File: src/rtl/alu_op_sequencer.sv
// Issue-side controller for the 4-bit shift/add/sub ALU: register file, operand issue, writeback, response port.
// Optional feature macro: ALU_SEQ_ZERO_FLAG_EN adds the registered rsp_zero output.
module alu_op_sequencer #(
   parameter int DW   = 4,
   parameter int NREG = 4,
   parameter int SW   = 2,
   localparam int IW  = $clog2(NREG)
) (
   input  logic          clk,
   input  logic          rst_n,
   input  logic          cmd_valid,
   output logic          cmd_ready,
   input  logic          cmd_ld,
   input  logic [1:0]    cmd_op,
   input  logic [IW-1:0] cmd_rd,
   input  logic [IW-1:0] cmd_rs,
   input  logic [IW-1:0] cmd_rt,
   input  logic [DW-1:0] cmd_imm,
   output logic [DW-1:0] alu_a,
   output logic [DW-1:0] alu_b,
   output logic [SW-1:0] alu_c,
   output logic [1:0]    alu_op,
   input  logic [DW-1:0] alu_ans,
   output logic          rsp_valid,
   input  logic          rsp_ready,
   output logic [IW-1:0] rsp_rd,
   output logic [DW-1:0] rsp_data,
`ifdef ALU_SEQ_ZERO_FLAG_EN
   output logic          rsp_zero,
`endif
   output logic [1:0]    dbgState
);

   typedef enum logic [1:0] {
      IDLE = 2'd0,
      EXEC = 2'd1,
      RESP = 2'd2
   } state_t;

   state_t        state;
   logic [DW-1:0] regFile [NREG];
   logic [IW-1:0] pendRd;

   // Both ports: a transfer happens on a rising edge where valid && ready; the
   // producer holds its payload stable until that edge, and ready never waits on valid.
   assign cmd_ready = (state == IDLE);
   assign rsp_valid = (state == RESP);
   assign dbgState  = state;

   always_ff @(posedge clk or negedge rst_n) begin
      if (!rst_n) begin
         state    <= IDLE;
         for (int i = 0; i < NREG; i++) regFile[i] <= '0;
         alu_a    <= '0;
         alu_b    <= '0;
         alu_c    <= '0;
         alu_op   <= '0;
         pendRd   <= '0;
         rsp_rd   <= '0;
         rsp_data <= '0;
      end else begin
         case (state)
            IDLE: begin
               if (cmd_valid) begin
                  if (cmd_ld) begin
                     regFile[cmd_rd] <= cmd_imm;
                     rsp_data        <= cmd_imm;
                     rsp_rd          <= cmd_rd;
                     state           <= RESP;
                  end else begin
                     // Operands come from the register file as it stands at accept.
                     alu_a  <= regFile[cmd_rs];
                     alu_b  <= regFile[cmd_rt];
                     alu_c  <= SW'(cmd_rt);
                     alu_op <= cmd_op;
                     pendRd <= cmd_rd;
                     state  <= EXEC;
                  end
               end
            end
            EXEC: begin
               regFile[pendRd] <= alu_ans;
               rsp_data        <= alu_ans;
               rsp_rd          <= pendRd;
               state           <= RESP;
            end
            RESP: begin
               if (rsp_ready) state <= IDLE;
            end
            default: state <= IDLE;
         endcase
      end
   end

`ifdef ALU_SEQ_ZERO_FLAG_EN
   // Tracks rsp_data: loaded on exactly the same edges with the zero test of the same value.
   always_ff @(posedge clk or negedge rst_n) begin
      if (!rst_n) begin
         rsp_zero <= 1'b0;
      end else if (state == IDLE && cmd_valid && cmd_ld) begin
         rsp_zero <= (cmd_imm == '0);
      end else if (state == EXEC) begin
         rsp_zero <= (alu_ans == '0);
      end
   end
`endif

endmodule

File: config.mk
export PLATFORM = sky130hd
export DESIGN_NAME = alu_op_sequencer
export DESIGN_NICKNAME = d
export VERILOG_FILES = /design/src/rtl/alu_op_sequencer.sv
export SDC_FILE = /design/constraint.sdc
export NUM_CORES = 1
export LEC_CHECK = 0
export ABC_AREA = 1
export CORE_AREA = 5 5 76 78
export CTS_CLUSTER_SIZE = 12
export DETAILED_ROUTE_END_ITERATION = 8
export DIE_AREA = 0 0 81 83
export HOLD_SLACK_MARGIN = 0.08
export PLACE_DENSITY = 0.75
export SYNTH_ARGS = -nofsm -noshare
export SYNTH_HDL_FRONTEND = slang
export SYNTH_SLANG_ARGS = --single-unit
File: constraint.sdc
create_clock -name clk -period 1.2 [get_ports clk]
set_input_delay 0.18 -clock clk [delete_from_list [all_inputs] [get_ports clk]]
set_output_delay 0.18 -clock clk [all_outputs]
set_load 0.005 [all_outputs]
==> results of run 1 <==
power by group through the flow:
stage,clock network (mW),logic [mW],registers [mW]
2_1_floorplan,0,1.33,2.18
3_3_place_gp,0,2.56,2.21
3_5_place_dp,0,2.61,2.22
4_1_cts,0.862,3.03,2.17
5_1_grt,0.930,3.65,2.27
6_report,0.861,3.32,2.21
final timing paths:
check                            startpoint     endpoint  cells past startpoint
min in group clk                  cmd_op[0]    alu_op[0]                      3
worst min register to register     alu_a[2]     alu_a[2]                      2
worst max register to register  dbgState[0]   regFile[2]                      9
worst max-delay path            dbgState[0]   regFile[2]                      9
max in group asynchronous             rst_n    pendRd[1]                      3
worst min-delay path                  rst_n  dbgState[0]                      3
metrics by stage:
step / TNS, ps / total power [mW] / cells
finish: -6451 / 6.392 / 508
global route: -8815 / 6.846 / 508
CTS: -5231 / 6.060 / 505
detailed placement: -7041 / 4.830 / 475
global placement: -6105 / 4.763 / 475
floorplan: 0 / 3.508 / 351
cells in the final DEF, fill, tap and decap left out:
| cell type | synthesis | final |
|---|---|---|
| sky130_fd_sc_hd__dfrtp_2 | 0 | 1 |
| sky130_fd_sc_hd__nand4_1 | 1 | 1 |
| sky130_fd_sc_hd__inv_2 | 3 | 1 |
| sky130_fd_sc_hd__nor2_1 | 13 | 7 |
| sky130_fd_sc_hd__inv_1 | 34 | 34 |
| sky130_fd_sc_hd__buf_4 | 3 | 22 |
| sky130_fd_sc_hd__nor2_2 | 4 | 4 |
| sky130_fd_sc_hd__o21ai_0 | 7 | 1 |
| sky130_fd_sc_hd__o31ai_1 | 1 | 1 |
| sky130_fd_sc_hd__clkinv_2 | 0 | 2 |
| sky130_fd_sc_hd__clkbuf_16 | 0 | 1 |
| sky130_fd_sc_hd__nand2_1 | 181 | 163 |
| sky130_fd_sc_hd__clkbuf_2 | 0 | 3 |
| sky130_fd_sc_hd__buf_8 | 0 | 2 |
| sky130_fd_sc_hd__nand3_2 | 0 | 20 |
| sky130_fd_sc_hd__dlygate4sd3_1 | 0 | 1 |
| sky130_fd_sc_hd__nor2_4 | 0 | 6 |
| sky130_fd_sc_hd__nand2_2 | 6 | 16 |
| sky130_fd_sc_hd__o211ai_1 | 1 | 1 |
| sky130_fd_sc_hd__o21ai_1 | 2 | 6 |
| sky130_fd_sc_hd__buf_6 | 4 | 15 |
| sky130_fd_sc_hd__nand2_4 | 1 | 6 |
| sky130_fd_sc_hd__clkinv_1 | 1 | 1 |
| sky130_fd_sc_hd__nand2_8 | 0 | 4 |
| sky130_fd_sc_hd__nand3_4 | 1 | 3 |
| sky130_fd_sc_hd__dlygate4sd2_1 | 0 | 18 |
| sky130_fd_sc_hd__buf_2 | 3 | 3 |
| sky130_fd_sc_hd__clkbuf_8 | 0 | 5 |
| sky130_fd_sc_hd__dfrtp_1 | 38 | 37 |
| sky130_fd_sc_hd__buf_12 | 0 | 5 |
| sky130_fd_sc_hd__o21ai_2 | 0 | 2 |
| sky130_fd_sc_hd__nand3_1 | 47 | 25 |
| sky130_fd_sc_hd__clkdlybuf4s50_1 | 0 | 19 |
| sky130_fd_sc_hd__inv_4 | 0 | 2 |
what timing repair did:
action                     4_1_cts  5_1_grt
gates resized for setup         84       49
hold endpoints to repair        38        0
cloned                           4        1
setup endpoints to repair       59       41
hold buffers                     1        0
setup buffers                   18        4
pin swaps                       32       28
flip-flops by register name (all words and copies together), names as in the netlist:
name and cells:
regFile 16, alu_a 4, alu_b 4, rsp_data 4
alu_c 2, alu_op 2, dbgState 2, pendRd 2
rsp_rd 2
worst register-to-register path, stage by stage, from the launching register on:
cell and delay [ps]:
sky130_fd_sc_hd__dfrtp_2 440, sky130_fd_sc_hd__buf_12 140, sky130_fd_sc_hd__buf_8 130, sky130_fd_sc_hd__nand2_8 120, sky130_fd_sc_hd__buf_8 140, sky130_fd_sc_hd__buf_6 130
sky130_fd_sc_hd__nand3_2 70, sky130_fd_sc_hd__nand2_2 90, sky130_fd_sc_hd__nand3_1 90, sky130_fd_sc_hd__nand2_1 70
metal layers:
layer | vias to the layer above | share of wire | track usage
met1 | 1190 | 0.38 | 0.2705
met5 | - | 0 | 0
met4 | 0 | 0.041 | 0.08756
met2 | 141 | 0.51 | 0.3809
met3 | 42 | 0.072 | 0.03896
li1 | 1253 | - | -
cell families after synthesis:
| group | after synthesis | share of synthesized area |
|---|---|---|
| AO/OA/AOI/OAI | 11 | 0.02614 |
| buffers and inverters | 48 | 0.09803 |
| flip-flops | 38 | 0.4139 |
| AND/OR/NAND/NOR | 254 | 0.4619 |
cell type report:
cell class | count | share of cell area
clock buffer | 5 | 0.01926
clock inverter | 2 | 0.002801
inverter | 38 | 0.04132
multi-input combinational | 266 | 0.4002
sequential | 38 | 0.2665
tap | 70 | 0.02451
timing repair buffer | 89 | 0.2454
==> metrics list, run 1 <==
- Across every metal layer, demand over resource in global routing totals 0.2221.
* Slew headroom: 0.7610
- 0 antenna diodes ended up in the layout.
- For this run the aggregate overflow at the end of global routing stands at 0.
- In the final layout, the multi-input gates occupy 0.001430 mm^2.
- Synth Net Count: about 370
* Synth warnings: 0
- For this design the total switching power over the nets is roughly 2.6 mW.
* Vias: between 2,000 and 3,000
- Cell-internal power: 3.757 mW
* Post-route setup slack: -283.1 ps
* Overall routed net length: 7786 um
- Cell with the most instances after synthesis: sky130_fd_sc_hd__nand2_1
- Clk buf depth: 2
- Number of instances in the synthesized netlist: approximately 350
* Stage delay of the slowest cell on the critical path: 440 ps
- STA classifies the critical path endpoint as a register.
- The worst setup path is of the reg2reg kind.
- Share of power burned in combinational logic: 0.520
- Register cell area after layout: around 950 um^2
* Max Clock Skew: 11.36 ps
- On the final layout, the worst hold slack is about 360 ps.
* Status: complete, but fails checks
- The number of buffers and inverters on the critical path is 4.
- The final number of max-transition violations came to 0.
- Of the synthesized area, sequential elements account for 0.4139.
* Count of pins on the block boundary: 43
- Clock edge transition at the registers on the reported setup and hold paths: about 80 ps
* Cell area after layout: roughly 0.0036 mm^2
* Most prevalent standard cell on the critical path: sky130_fd_sc_hd__buf_8
* Post-layout minimum cycle time: approximately 1500 ps
- The signal on the critical path passes through buf_12 > buf_8 > nand2_8 > buf_8 > buf_6 > nand3_2 > nand2_2 > nand3_1 > nand2_1.
- In the routed layout, each cell is associated on average with a via count of 5.169.
- Utilization after layout: 0.7133
* Maximum number of pins on one net before global-route repair: 39
* Fraction of synthesis flops using an asynchronous set or reset pin: 1.000
- Initial Utilization: 0.4585
* Slew at the pin closest to its max-slew limit: about 360 ps
- Top-area cell type share of the netlist area: 0.4139
- Cts bufs inserted: 5
- In the synthesized netlist the dominant register cell turns out to be sky130_fd_sc_hd__dfrtp_1.
- Of the total power, the clock network draws 0.135.
* Cell area after synthesis: approximately 0.0023 mm^2
- The synthesized design spends more area on one cell type than any other, namely sky130_fd_sc_hd__dfrtp_1.
- Latest clock arrival within the worst-skew pair: just over 300 ps
- In this run the register-to-register setup slack is -280 ps.
* Routability congestion estimate from global placement: around 0.9
- Sinks on the clock net: 38
- The area growth from synthesis to layout is 55.56%.
- Die extent in x: around 80 um
- The first detailed-routing pass took 8 iterations.
- Crit start category: register
* Setup repair after global routing missed its margin: true
* Worst IR drop on VDD: around 1.1 mV
* Routed Antenna Nets: 0
* Iter 0 DRT Violations: around 280
* Peak fanout along the critical path: 8
- Hold Path Class: in2async
- Dividing the detail-routed wire length by the instance count gives between 15 and 20 um.
* CP delay by family, top: buffers and inverters
- Layout cell share with drive strength beyond 1: 0.2808
* Worst path slowest cell: sky130_fd_sc_hd__dfrtp_2
* Final HPWL DP: ~4300 um
* Post-Place Worst Slack: -254.6 ps
- Post-route DRC: 0
* Leakage Power: between 1.5 and 2 nW
- Std-Cell Core Area: around 0.0050 mm^2
- The initialized floorplan defines 26 standard-cell rows.
* Chip height: between 80 and 90 um
- Clock tree synthesis selected as its root buffer the cell sky130_fd_sc_hd__clkbuf_8.
- In the finished design, the share of the clock period the worst path needs comes to 1.236.
- Cell Area, Placed: around 0.0029 mm^2
* Count of final setup violators: 40
- During placement, the flow inserted port buffers numbering 42.
- Synthesis inferred 38 register bits.
* Switching power as a share of total power: 0.4123
- Final Hold Violating Endpoints: 0
- Number of antenna violations at the first check in global routing: 0
* Number of max-cap violations: 0
- # nets final: 459
- First-pass GRT wire length: approximately 12,000 um
- The floorplan step defined a die boundary enclosing around 0.0067 mm^2.
- The via count of the first global-routing pass is 2,560.
- The share of total power dissipated in sequential elements is 0.345.
* Number of fill cells in the layout: approximately 390
* CTS tree: yes
- Fmax: roughly 0.67 GHz
- Most frequent cells after synthesis: 181 x sky130_fd_sc_hd__nand2_1, 47 x sky130_fd_sc_hd__nand3_1, 38 x sky130_fd_sc_hd__dfrtp_1
- Power spread over the standard cell area amounts to ~1800 mW/mm^2.
- At the worst endpoint, the arrival time is ~1700 ps.
- CTS H-tree lvls: 2
- Failing checks: negative setup slack
- For the worst setup path, the data required time is 1440 ps.
- Leading cell types by total area after synthesis: sky130_fd_sc_hd__dfrtp_1 41%, sky130_fd_sc_hd__nand2_1 30%, sky130_fd_sc_hd__nand3_1 10%
- Synth Area per Inst: between 6 and 7 um^2
- The synthesized design contains 0 enable-type register cells.
- Post-synthesis cell type count: 19
No activity file was read; power rests on OpenSTA's default activity.
==> run 2, diff against run 1 <==
RECOVER_POWER = 50   (was default)
==> run 2 against run 1 <==
  * The flow still finishes with violations (negative setup slack)
  * Critical path depth is the same
  * Die area unchanged
  * Setup slack lost 7.3 ps
  * Cell count unchanged
  * Flip-flop and latch count is the same
  * Critical endpoint unchanged
  * Via count increased by 0.61%
  * Count of clock-buffer cells in the layout unchanged
  * Highest routed layer unchanged
==> metrics list, run 2 (synthesized netlist as in run 1, its figures left out) <==
- Met3 Wirelength: 493 um (was 560 um)
- Leakage Power: 1.963 nW (was 1.968 nW)
* Count of pins on the block boundary: 43 (unchanged)
* Worst setup path class: reg2reg (unchanged)
* Worst-case register-to-register setup slack: -290 ps (was -280 ps)
* Met2 routed WL: 3944 um (was 3951 um)
* Initial Utilization: 0.4585 (unchanged)
- Setup repair after global routing missed its margin: true (unchanged)
* CTS root buffer: sky130_fd_sc_hd__clkbuf_8 (unchanged)
* CTS tree: yes (unchanged)
- Peak fanout along the critical path: 8 (unchanged)
- Fmax: 0.6710 GHz (was 0.6743 GHz)
* Slew at the pin closest to its max-slew limit: 522.2 ps (was 357.4 ps)
- The number of failing hold endpoints at the final stage is 0 (unchanged).
- The required time of the worst setup path was 1440 ps (about the same).
- The final-report setup violation count was 40 (unchanged).
* Post-route total power: 6.378 mW (was 6.392 mW)
- Vias per cell: 5.201 (was 5.169)
* Final HPWL DP: 4283 um (unchanged)
- Most frequent cells in the layout: 163 x sky130_fd_sc_hd__nand2_1, 37 x sky130_fd_sc_hd__dfrtp_1, 34 x sky130_fd_sc_hd__inv_1, 25 x sky130_fd_sc_hd__nand3_1, 22 x sky130_fd_sc_hd__buf_4 (unchanged).
* Via count of the first global-routing pass: 2,560 (unchanged)
- Post-Place Worst Slack: -254.6 ps (unchanged)
- The worst min-delay path class is in2reg (was in2async).
- Area of combinational cells with multiple inputs: 0.001430 mm^2 (unchanged)
* Data arrival at the endpoint of the critical path: 1730 ps (was 1720 ps)
* Pwr Density: 1791 mW/mm^2 (was 1789 mW/mm^2)
- The port buffer count came to 42 (unchanged).
- The critical path capture point type is a register (unchanged).
- The average wire per cell in the routed design came to 15.29 um (was 15.33 um).
* Cts bufs inserted: 5 (unchanged)
- The maximum number of pins on one net before global-route repair was 39 (unchanged).
- The share of the clock period used by the worst path came to 1.242 (was 1.236).
* Sinks on the clock net: 38 (unchanged)
- Status: complete, but fails checks (unchanged).
* Post-route DRC: 0 (unchanged)
* Routability congestion estimate from global placement: 0.8771 (unchanged)
* Latest clock arrival within the worst-skew pair: 300 ps (was 310 ps)
* Number of max-cap violations: 0 (unchanged)
- Diodes inserted: 0 (unchanged)
- First-pass GRT wire length: 11,790 um (unchanged)
- Slew headroom: 0.6519 (was 0.7610)
- The placed instance count came to 475 (unchanged).
* Number of antenna violations at the first check in global routing: 0 (unchanged)
* Overall routed net length: 7765 um (was 7786 um)
- The layout cell share with drive strength beyond 1 was 0.2808 (unchanged).
* Register cell area after layout: 952.2 um^2 (unchanged)
- The most common cell after layout, fill and taps aside was sky130_fd_sc_hd__nand2_1 (unchanged).
* Post-route met1 wirelength: 2998 um (was 2952 um)
- The via count is 2,642 (was 2,626).
* Std-Cell Core Area: 0.005010 mm^2 (unchanged)
- The post-route worst setup slack is -290.4 ps (was -283.1 ps).
- Number of fill cells in the layout: 389 (was 387)
* Count of placed standard cells in the final layout, fillers left out: 508 (unchanged)
- Die extent in x: 81 um (unchanged)
* Chip height: 83 um (unchanged)
- The final worst clock skew came to 10.12 ps (was 11.36 ps).
- The worst hold margin is 413.3 ps (was 355.9 ps).
- Largest register FFs: 16 (unchanged)
- The element type at the critical path start was a register (unchanged).
- Residual overflow from global routing: 0 (unchanged)
- The post-route antenna net violation count is 0 (unchanged).
- The post-synthesis to final-layout area growth came to 55.01% (was 55.56%).
* Die Area: 0.006723 mm^2 (unchanged)
* CTS H-tree lvls: 2 (unchanged)
- The clock input transition at the sequential cells of the worst setup and hold paths was 80 ps (about the same).
- Drt pass-1 iters: 5 (was 8)
* Total GRT Usage: 0.2221 (unchanged)
- The highest routed metal layer is met4 (unchanged).
- The worst IR drop on VDD came to 1.134 mV (was 1.136 mV).
* Clk buf depth: 2 (unchanged)
* Failing checks: negative setup slack (unchanged)
- The count of nets after finishing is 459 (unchanged).
- The register with the most flip-flops was regFile (unchanged).
* Post-layout minimum cycle time: 1490 ps (was 1483 ps)
- The final number of max-transition violations was 0 (unchanged).
- Iter 0 DRT Violations: 260 (was 283)
* Cell row count: 26 (unchanged)
run 2: cell types whose count changed in the layout (fill, tap and decap cells not counted), sizes merged:
| cell | change |
|---|---|
| buf | -1 |
| clkbuf | +1 |
run 2: final timing paths:
kind | start | to | cells after the start
min in group asynchronous | rst_n | dbgState[0] | 3
max in group asynchronous | rst_n | dbgState[0] | 3
worst max-delay path | dbgState[0] | regFile[2] | 9
worst min register to register | alu_a[2] | alu_a[2] | 2
worst min-delay path | cmd_op[0] | alu_op[0] | 3
worst max register to register | dbgState[0] | regFile[2] | 9
run 2: layout make-up:
cell class	count	share of cell area
multi-input combinational	266	0.4016
clock buffer	5	0.01933
tap	70	0.02460
sequential	38	0.2674
inverter	38	0.04146
timing repair buffer	89	0.2428
clock inverter	2	0.002811
run 2: timing repair:
item,CTS,global route
gates cloned,4,1
pin swaps,32,28
buffers inserted,18,4
endpoints found under the hold margin,38,0
gates resized for setup,84,49
endpoints found under the setup margin,59,41
hold buffers,1,0
run 2: through the flow:
stage	util	setup TNS, ps	instance area [um^2]
after floorplan	-	0	2302
after global placement	0.5839	-6105	2925
after detailed placement	0.5839	-7041	2925
after CTS	0.6828	-5231	3421
after global routing	0.7108	-8815	3561
final	0.7108	-6326	3561
run 2: routing by layer:
metal | track usage | vias to the layer above
met2 | 0.3809 | 135
met4 | 0.08756 | 0
met1 | 0.2705 | 1211
li1 | - | 1253
met3 | 0.03896 | 43
met5 | 0 | -
run 2: where the power goes:
part           total [mW]  switching [mW]  internal, mW
clock network       0.858           0.468         0.390
logic                3.31            1.78          1.53
registers            2.21           0.376          1.83
run 2: worst max-delay path, cell delays in order (launching register included):
cell,delay (ps)
sky130_fd_sc_hd__dfrtp_2,440
sky130_fd_sc_hd__buf_12,140
sky130_fd_sc_hd__buf_8,130
sky130_fd_sc_hd__nand2_8,120
sky130_fd_sc_hd__buf_8,140
sky130_fd_sc_hd__buf_6,130
sky130_fd_sc_hd__nand3_2,70
sky130_fd_sc_hd__nand2_2,90
sky130_fd_sc_hd__nand3_1,90
sky130_fd_sc_hd__nand2_1,70
